--- src/rtl/puf_pkg.sv ---
// Shared definitions for the PUF evaluation scheduler: default widths, wait limit
// and the scheduler state encoding.
package puf_pkg;

    localparam int PUF_IN_WIDTH  = 128;
    localparam int PUF_OUT_WIDTH = 16;
    localparam int PUF_REPS_W    = 4;
    localparam int PUF_TIMEOUT   = 63;

    typedef enum logic [1:0] {
        ST_IDLE,
        ST_TRIG,
        ST_WAIT,
        ST_REPORT
    } puf_state_t;

endpackage

--- src/rtl/puf_vote_acc.sv ---
// Per-bit ones counters for the repeated PUF evaluations, with a combinational
// majority vote and a not-unanimous flag taken against the number of completed runs.
module puf_vote_acc
    import puf_pkg::*;
#(
    parameter int OUT_WIDTH = PUF_OUT_WIDTH,
    parameter int REPS_W    = PUF_REPS_W
) (
    input  logic                 clk,
    input  logic                 reset,
    input  logic                 i_clear,
    input  logic                 i_accEn,
    input  logic [OUT_WIDTH-1:0] i_bits,
    input  logic [REPS_W-1:0]    i_total,
    output logic [OUT_WIDTH-1:0] o_response,
    output logic [OUT_WIDTH-1:0] o_unstable
);

    logic [REPS_W-1:0] r_cnt [OUT_WIDTH];

    // A counter never exceeds the repeat count, so REPS_W bits cannot wrap.
    always_ff @(posedge clk) begin
        if (reset || i_clear) begin
            for (int i = 0; i < OUT_WIDTH; i++) begin
                r_cnt[i] <= '0;
            end
        end else if (i_accEn) begin
            for (int i = 0; i < OUT_WIDTH; i++) begin
                r_cnt[i] <= r_cnt[i] + REPS_W'(i_bits[i]);
            end
        end
    end

    // Vote compare at REPS_W+1 bits: 2*cnt > total, so an even tie resolves to 0.
    always_comb begin
        o_response = '0;
        o_unstable = '0;
        for (int i = 0; i < OUT_WIDTH; i++) begin
            o_response[i] = ({r_cnt[i], 1'b0} > {1'b0, i_total});
            o_unstable[i] = (r_cnt[i] != '0) && (r_cnt[i] != i_total);
        end
    end

endmodule

--- src/rtl/puf_eval_scheduler.sv ---
// Runs one challenge through the PUF mapping block a requested number of times,
// majority-votes the responses and aborts with a mapping reset if done never comes.
module puf_eval_scheduler
    import puf_pkg::*;
#(
    parameter int IN_WIDTH  = PUF_IN_WIDTH,
    parameter int OUT_WIDTH = PUF_OUT_WIDTH,
    parameter int REPS_W    = PUF_REPS_W,
    parameter int TIMEOUT   = PUF_TIMEOUT
) (
    input  logic                 clk,
    input  logic                 reset,
    input  logic                 start,
    input  logic [IN_WIDTH-1:0]  challenge,
    input  logic [REPS_W-1:0]    reps,
    output logic                 busy,
    output logic                 result_valid,
    input  logic                 result_ready,
    output logic [OUT_WIDTH-1:0] response,
    output logic [OUT_WIDTH-1:0] unstable,
    output logic                 timeout,
    output logic                 puf_trigger,
    output logic [IN_WIDTH-1:0]  puf_challenge,
    output logic                 puf_reset,
    input  logic                 puf_done,
    input  logic [OUT_WIDTH-1:0] puf_response
);

    localparam int TIMER_W = $clog2(TIMEOUT + 1);

    puf_state_t          r_state;
    logic [IN_WIDTH-1:0] r_challenge;
    logic [REPS_W-1:0]   r_reps;
    logic [REPS_W-1:0]   r_doneCnt;
    logic [TIMER_W-1:0]  r_timer;
    logic                r_busy;
    logic                r_valid;
    logic                r_timeout;
    logic                r_trigger;
    logic                r_pufReset;

    logic w_accept;
    logic w_accEn;

    assign w_accept = (r_state == ST_IDLE) && start && (reps != '0);
    assign w_accEn  = (r_state == ST_WAIT) && puf_done;

    // Outputs are set on the transition into the state that owns them.
    always_ff @(posedge clk) begin
        if (reset) begin
            r_state     <= ST_IDLE;
            r_challenge <= '0;
            r_reps      <= '0;
            r_doneCnt   <= '0;
            r_timer     <= '0;
            r_busy      <= 1'b0;
            r_valid     <= 1'b0;
            r_timeout   <= 1'b0;
            r_trigger   <= 1'b0;
            r_pufReset  <= 1'b0;
        end else begin
            r_trigger  <= 1'b0;
            r_pufReset <= 1'b0;
            case (r_state)
                ST_IDLE: begin
                    if (w_accept) begin
                        r_challenge <= challenge;
                        r_reps      <= reps;
                        r_doneCnt   <= '0;
                        r_busy      <= 1'b1;
                        r_trigger   <= 1'b1;
                        r_state     <= ST_TRIG;
                    end
                end
                ST_TRIG: begin
                    r_timer <= '0;
                    r_state <= ST_WAIT;
                end
                ST_WAIT: begin
                    r_timer <= r_timer + TIMER_W'(1);
                    if (puf_done) begin
                        r_doneCnt <= r_doneCnt + REPS_W'(1);
                        if (r_doneCnt + REPS_W'(1) == r_reps) begin
                            r_valid <= 1'b1;
                            r_state <= ST_REPORT;
                        end else begin
                            r_trigger <= 1'b1;
                            r_state   <= ST_TRIG;
                        end
                    end else if (r_timer == TIMER_W'(TIMEOUT)) begin
                        r_timeout  <= 1'b1;
                        r_pufReset <= 1'b1;
                        r_valid    <= 1'b1;
                        r_state    <= ST_REPORT;
                    end
                end
                ST_REPORT: begin
                    if (result_ready) begin
                        r_valid   <= 1'b0;
                        r_timeout <= 1'b0;
                        r_busy    <= 1'b0;
                        r_state   <= ST_IDLE;
                    end
                end
                default: r_state <= ST_IDLE;
            endcase
        end
    end

    // Voting against completed evaluations covers both normal and aborted runs.
    puf_vote_acc #(
        .OUT_WIDTH(OUT_WIDTH),
        .REPS_W   (REPS_W)
    ) u_voteAcc (
        .clk       (clk),
        .reset     (reset),
        .i_clear   (w_accept),
        .i_accEn   (w_accEn),
        .i_bits    (puf_response),
        .i_total   (r_doneCnt),
        .o_response(response),
        .o_unstable(unstable)
    );

    assign busy          = r_busy;
    assign result_valid  = r_valid;
    assign timeout       = r_timeout;
    assign puf_trigger   = r_trigger;
    assign puf_reset     = r_pufReset;
    assign puf_challenge = r_challenge;

endmodule

--- config.mk ---
export PLATFORM = sky130hd
export DESIGN_NAME = puf_eval_scheduler
export DESIGN_NICKNAME = d
export VERILOG_FILES = /design/src/rtl/puf_pkg.sv /design/src/rtl/puf_vote_acc.sv /design/src/rtl/puf_eval_scheduler.sv
export SDC_FILE = /design/constraint.sdc
export NUM_CORES = 1
export LEC_CHECK = 0
export CELL_PAD_IN_SITES_DETAIL_PLACEMENT = 1
export CELL_PAD_IN_SITES_GLOBAL_PLACEMENT = 1
export CORE_ASPECT_RATIO = 1.1
export CORE_MARGIN = 5
export CORE_UTILIZATION = 35
export CTS_CLUSTER_DIAMETER = 40
export DETAILED_ROUTE_END_ITERATION = 12
export PLACE_DENSITY = 0.8
export SLEW_MARGIN = 20
export SYNTH_ARGS = -nofsm -noshare
export SYNTH_HDL_FRONTEND = slang
export SYNTH_SLANG_ARGS = --single-unit
--- constraint.sdc ---
create_clock -name clk -period 4.9 [get_ports clk]
set_clock_uncertainty 0.15 [all_clocks]
set_input_delay 0.98 -clock clk [delete_from_list [all_inputs] [get_ports clk]]
set_output_delay 0.98 -clock clk [all_outputs]
set_load 0.01 [all_outputs]
==> impl_metrics.json, run 1 <==
{
  "cts_resized": 0,
  "busiest_layer": "met2",
  "avgSynthCellArea_sq_um": 9.22,
  "drt-total-wl_um": 34800,
  "cts.sinks": 213,
  "drt_iter0_drc": 318,
  "synth_nets": 1370,
  "total_power_uw": 7850,
  "multi_input_area_sq_um": 5230,
  "die_w_um": 175,
  "drive_gt1_share_pct": 5.23,
  "rows": 66,
  "crit_slowest_cell": "inv_1",
  "diodes": 0,
  "worstSetupPathType": "reg2out",
  "initial_core_util_pct": 35.4,
  "grt_use_total_pct": 20.1,
  "ir_drop_mv": 0.311,
  "netlist_area_sq_um": 10400,
  "fillCellCount": 3286,
  "wl_per_cell_um": 19.0,
  "crit_fanout": 17,
  "max_freq_mhz": 250,
  "yosys_warnings": 0,
  "grt_pass1_wl_um": 54400,
  "r2r_end": "u_voteAcc.r_cnt[0][26]$_SDFFCE_PN0P_",
  "maxSlewHeadroom_pct": 31.5,
  "antenna_found_initial": 0,
  "min_to": "puf_challenge[111]$_SDFFE_PP0P_",
  "period_share_pct": 81.7,
  "r2r_slack_ns": 1.94,
  "r2r_start": "r_state[0]$_SDFFE_PP0P_",
  "dp_cells": 1766,
  "place.gp.congestion": 0.782,
  "grt_pass1_vias": 10200,
  "cts_hold_buf": 0,
  "p_leak_uw": 0.00571,
  "final_nets": 1667,
  "clock_latency_ns": 0.50,
  "post_cts_buffers": 0,
  "yosysUniqueCellTypes": 41,
  "slowest_delay_ns": 0.63,
  "cts_root_buffer": "clkbuf_16",
  "cts_inserted_buffers": 34,
  "synthToLayoutAreaGrowth_pct": 44.6,
  "floorplan.die_area_sq_um": 33300,
  "synth-seq-area-share_pct": 47.0,
  "worst-r2r-cell-count": 6,
  "cp_cell_sequence": "inv_1 > ha_1 > and4b_1 > o21bai_1 > clkdlybuf4s50_1",
  "power_density_nw_per_um2": 520,
  "status": "complete, no violations",
  "slew_viol_final": 0,
  "cp-end-kind": "output pin",
  "critPathLaunchType": "register",
  "tritoncts": "done",
  "htree_levels": 2,
  "ios": 318,
  "drtPass1Iterations": 4,
  "final_cell_count_no_fill": 1828,
  "finalHoldViolCount": 0,
  "overflow": 0,
  "synth_seq_cells": 213,
  "io_buffers": 317,
  "setup_viol": 0,
  "cts.clk_slew.worst_paths_ns": 0.06,
  "rsz0062_at_grt": "no",
  "seq_area_sq_um": 4910,
  "finalCriticalPeriod_ns": 4.00,
  "cap_violations": 0,
  "drtAntennaViolNets": 0,
  "hp-start": "puf_challenge[111]$_SDFFE_PP0P_",
  "grtUsageMet2_pct": 37.3,
  "via_per_inst": 5.12,
  "worstHoldPathCells": 2,
  "fin_setup_tns_ns": 0,
  "worstHoldPathType": "reg2reg",
  "cts_max_path_buffers": 3,
  "dp_hpwl_um": 24100,
  "worst_pin_slew_ns": 1.03,
  "grtUsageMet1_pct": 21.0,
  "syn_inst": 1131,
  "core_area_sq_um": 29500,
  "grt.met3_usage_pct": 7.85,
  "crit_required_ns": 3.77,
  "grt_max_degree": 91,
  "arrival_ns": 2.87,
  "route.detailed.drc": 0,
  "die_h_um": 191,
  "vias": 9357
}
## report_power, final
part	internal (uW)	leakage, uW	switching [uW]
Combinational	1370	0.00321	1390
Clock	1590	0.000587	893
Sequential	2240	0.00191	372
Total	5190	0.00571	2660
## cell usage in the layout, fill, tap and decap left out, drive strengths merged, types with 13 or more instances in the layout
cell             n
and3            32
inv             13
nand2          278
xor2            21
clkdlybuf4s50  316
edfxtp          64
ha              86
clkbuf          45
nor4            17
nand3           20
a21oi          157
nor2            46
and4b           16
xnor2           84
dfxtp          149
a21o            17
o21bai          16
a41oi           17
## cell type report
class | count | share of cell area [%]
Inverter | 9 | 0.224
Timing Repair Buffer | 327 | 21.6
Clock inverter | 17 | 1.10
Clock buffer | 45 | 6.75
Multi-Input combinational cell | 843 | 34.7
Tap cell | 374 | 3.10
Sequential cell | 213 | 32.5
## per-layer routing
layer  routed length, um  vias to the layer above
met5                   0                        -
met4                 862                        0
met3                2940                       53
met2               17800                      259
met1               13200                     4529
li1                    -                     4516
## worst max-delay path by stage
stage / to / slack, ns / from / depth (start not counted)
6_report: response[9] / 0.90 / r_doneCnt[3]$_SDFFE_PP0P_ / 5
3_3_place_gp: u_voteAcc.r_cnt[0][26]$_SDFFCE_PN0P_ / 1.18 / reps[1] / 7
2_1_floorplan: u_voteAcc.r_cnt[0][0]$_SDFFCE_PN0P_ / 0.98 / reps[0] / 6
5_1_grt: response[9] / 0.78 / r_doneCnt[3]$_SDFFE_PP0P_ / 5
3_5_place_dp: u_voteAcc.r_cnt[0][26]$_SDFFCE_PN0P_ / 1.07 / reps[0] / 7
4_1_cts: response[9] / 0.82 / r_doneCnt[3]$_SDFFE_PP0P_ / 5
## logic make-up after synthesis
group / Yosys count / synth area share [%]
compound gates: 226 / 12.7
xor+xnor: 105 / 8.82
fa+ha+maj: 86 / 10.3
buf+inv: 75 / 2.90
flops: 213 / 47.0
simple gates: 426 / 18.3
## flip-flops by register name, summed over array words and instances (netlist names)
| register | cells |
|---|---|
| busy | 1 |
| puf_challenge | 128 |
| puf_reset | 1 |
| puf_trigger | 1 |
| r_doneCnt | 4 |
| r_reps | 4 |
| r_state | 2 |
| r_timer | 6 |
| result_valid | 1 |
| timeout | 1 |
| u_voteAcc.r_cnt | 64 |
## cell usage after synthesis, drive strengths merged
| library cell | count | area (sq um) |
|---|---|---|
| nand2b | 3 | 18.8 |
| a21oi | 157 | 786 |
| o21ai | 6 | 30.0 |
| a2111oi | 1 | 10.0 |
| o41ai | 1 | 8.76 |
| a21o | 17 | 128 |
| and2 | 2 | 12.5 |
| clkbuf | 43 | 161 |
| or3 | 1 | 6.26 |
| nor3 | 3 | 15.0 |
| a22oi | 2 | 15.0 |
| a311oi | 2 | 17.5 |
| buf | 23 | 108 |
| inv | 9 | 33.8 |
| and4b | 16 | 160 |
| a41oi | 17 | 149 |
| nor2b | 2 | 12.5 |
| nor2 | 46 | 173 |
| edfxtp | 64 | 1920 |
| xor2 | 21 | 184 |
| a31oi | 1 | 6.26 |
| a32oi | 1 | 8.76 |
| a211oi | 1 | 7.51 |
| o41a | 1 | 11.3 |
| nand3b | 1 | 7.51 |
| nand3 | 20 | 100 |
| nor4 | 17 | 121 |
| nand4 | 4 | 25.0 |
| ha | 86 | 1080 |
| and4 | 1 | 8.76 |
| o21bai | 16 | 120 |
| o21a | 2 | 15.0 |
| nand2 | 278 | 1040 |
| and3 | 32 | 200 |
| o211ai | 1 | 7.51 |
| xnor2 | 84 | 736 |
| dfxtp | 149 | 2980 |
## critical path, delay by kind of cell, from the launching register on
kind                     cells  cell delay, ns
AO/OA/AOI/OAI                1            0.26
adder cells (fa/ha/maj)      1            0.37
buffers and inverters        2            1.24
flip-flops                   1            0.31
AND/OR/NAND/NOR              1            0.20
## per-stage QoR
step	setup WS [ns]	cell area, sq um	utilization (%)	hold slack (ns)
after floorplan	0.979	10400	-	0.298
after global placement	1.18	13900	47.1	0.290
after detailed placement	1.07	13900	47.1	0.296
after CTS	0.822	15100	51.2	0.304
after global routing	0.782	15100	51.2	0.324
final	0.897	15100	51.2	0.301
No activity file was read; power rests on OpenSTA's default activity.
==> run 2: changes to the inputs <==
CORE_UTILIZATION = 32   (was 35)
PLACE_DENSITY = 0.77   (was 0.8)
clock period = 3.6 ns   (was 4.9 ns; I/O delays follow)
==> run 2 against run 1 <==
Critical path depth is 1 higher. Combinational power is 37% higher. Utilization is 3.9 points lower. Final area is 1.1% higher. Final cell count is 3.2% higher. Setup slack worse by 0.80 ns. First-iteration DRC count is 19% lower. Routed wire length is 0.52% lower. Non-clock buffer count is 4 higher. Power is 37% higher.
==> impl_metrics.json, run 2 (synthesis gave the netlist of run 1 again) <==
{
  "status": "complete, no violations",
  "max_freq_mhz": 286,
  "grt_pass1_wl_um": 53700,
  "worst-r2r-cell-count": 7,
  "maxSlewHeadroom_pct": 43.2,
  "post_cts_buffers": 0,
  "htree_levels": 2,
  "die_w_um": 182,
  "worstSetupPathType": "reg2out",
  "route.detailed.drc": 0,
  "die_h_um": 199,
  "via_per_inst": 4.94,
  "crit_fanout": 11,
  "drive_gt1_share_pct": 5.82,
  "vias": 9313,
  "cp-end-kind": "output pin",
  "worstHoldPathCells": 2,
  "initial_core_util_pct": 32.3,
  "setup_viol": 0,
  "ir_drop_mv": 0.365,
  "place.gp.congestion": 0.743,
  "cts_resized": 0,
  "finalCriticalPeriod_ns": 3.50,
  "cts_inserted_buffers": 36,
  "rows": 69,
  "synthToLayoutAreaGrowth_pct": 46.2,
  "arrival_ns": 2.63,
  "critPathLaunchType": "register",
  "cts.sinks": 213,
  "final_nets": 1673,
  "timing.final.ws_setup_ns": 0.101,
  "layout_common_cells": "clkdlybuf4s50_1, nand2_1, a21oi_1, dfxtp_1, ha_1",
  "dp_hpwl_um": 24100,
  "overflow": 0,
  "final_common_cell": "clkdlybuf4s50_1",
  "core_area_sq_um": 32300,
  "finalHoldViolCount": 0,
  "tritoncts": "done",
  "floorplan.die_area_sq_um": 36300,
  "antenna_found_initial": 0,
  "fin_setup_tns_ns": 0,
  "cts_root_buffer": "clkbuf_16",
  "grt_pass1_vias": 10100,
  "power_density_nw_per_um2": 707,
  "drtPass1Iterations": 4,
  "wl_per_cell_um": 18.3,
  "drt_iter0_drc": 258,
  "drtAntennaViolNets": 0,
  "drt-total-wl_um": 34600,
  "cts_max_path_buffers": 3,
  "cap_violations": 0,
  "grt_use_total_pct": 18.3,
  "rsz0062_at_grt": "no",
  "pre_cts_ws_ns": 0.297,
  "clock_latency_ns": 0.50,
  "worst_pin_slew_ns": 0.853,
  "period_share_pct": 97.2,
  "cts.clk_slew.worst_paths_ns": 0.05,
  "slew_viol_final": 0,
  "crit_required_ns": 2.73,
  "ios": 318,
  "cts_hold_buf": 0,
  "worstHoldPathType": "reg2reg",
  "io_buffers": 317,
  "p_leak_uw": 0.00573,
  "grt_max_degree": 133,
  "largest_reg_flops": 128
}
==> run 2: final cells by class <==
type                       instances  area, sq um
timing repair buffer             331         3310
fill                            3680        17000
tap                              426          533
clock buffer                      40          957
sequential                       213         4910
clock inverter                    24          268
multi-input combinational        843         5230
inverter                           9         33.8
antenna                            1         2.50
==> run 2: report_power, final <==
| group | internal [uW] | leakage, uW | switching [uW] | total (uW) |
|---|---|---|---|---|
| Combinational | 1880 | 0.00324 | 1910 | 3790 |
| Sequential | 3050 | 0.00191 | 470 | 3520 |
| Clock | 2230 | 0.000584 | 1240 | 3460 |
==> run 2: worst paths after layout <==
path | start | endpoint | slack, ns
worst max register to register | r_doneCnt[1]$_SDFFE_PP0P_ | result_valid$_SDFFE_PP0P_ | 1.03
worst min register to register | puf_challenge[18]$_SDFFE_PP0P_ | puf_challenge[18]$_SDFFE_PP0P_ | 0.30
worst max-delay path | r_doneCnt[3]$_SDFFE_PP0P_ | response[10] | 0.10
worst min-delay path | puf_challenge[18]$_SDFFE_PP0P_ | puf_challenge[18]$_SDFFE_PP0P_ | 0.30
==> run 2: critical path, stage by stage, from the launching register on <==
cell and delay [ns]:
dfxtp_1 0.31, inv_1 0.21, buf_4 0.30, ha_1 0.28, and4b_1 0.21, o21bai_1 0.23
clkdlybuf4s50_1 0.59
==> run 2: layer usage <==
layer	track usage, %	up-vias	part of all wire (%)
met2	33.4	256	51
li1	-	4533	-
met4	5.70	0	2.4
met3	7.06	54	8.2
met5	0	-	0
met1	19.6	4470	39
==> run 2: stage by stage <==
step | power (uW) | instances | instance area [sq um] | util (%) | hold WS (ns)
6_report | 10800 | 1887 | 15200 | 47.2 | 0.301
4_1_cts | 11000 | 1886 | 15200 | 47.2 | 0.305
2_1_floorplan | 5540 | 1131 | 10400 | - | 0.298
3_5_place_dp | 7400 | 1822 | 14000 | 43.4 | 0.298
5_1_grt | 11400 | 1886 | 15200 | 47.2 | 0.322
3_3_place_gp | 7230 | 1822 | 14000 | 43.4 | 0.291
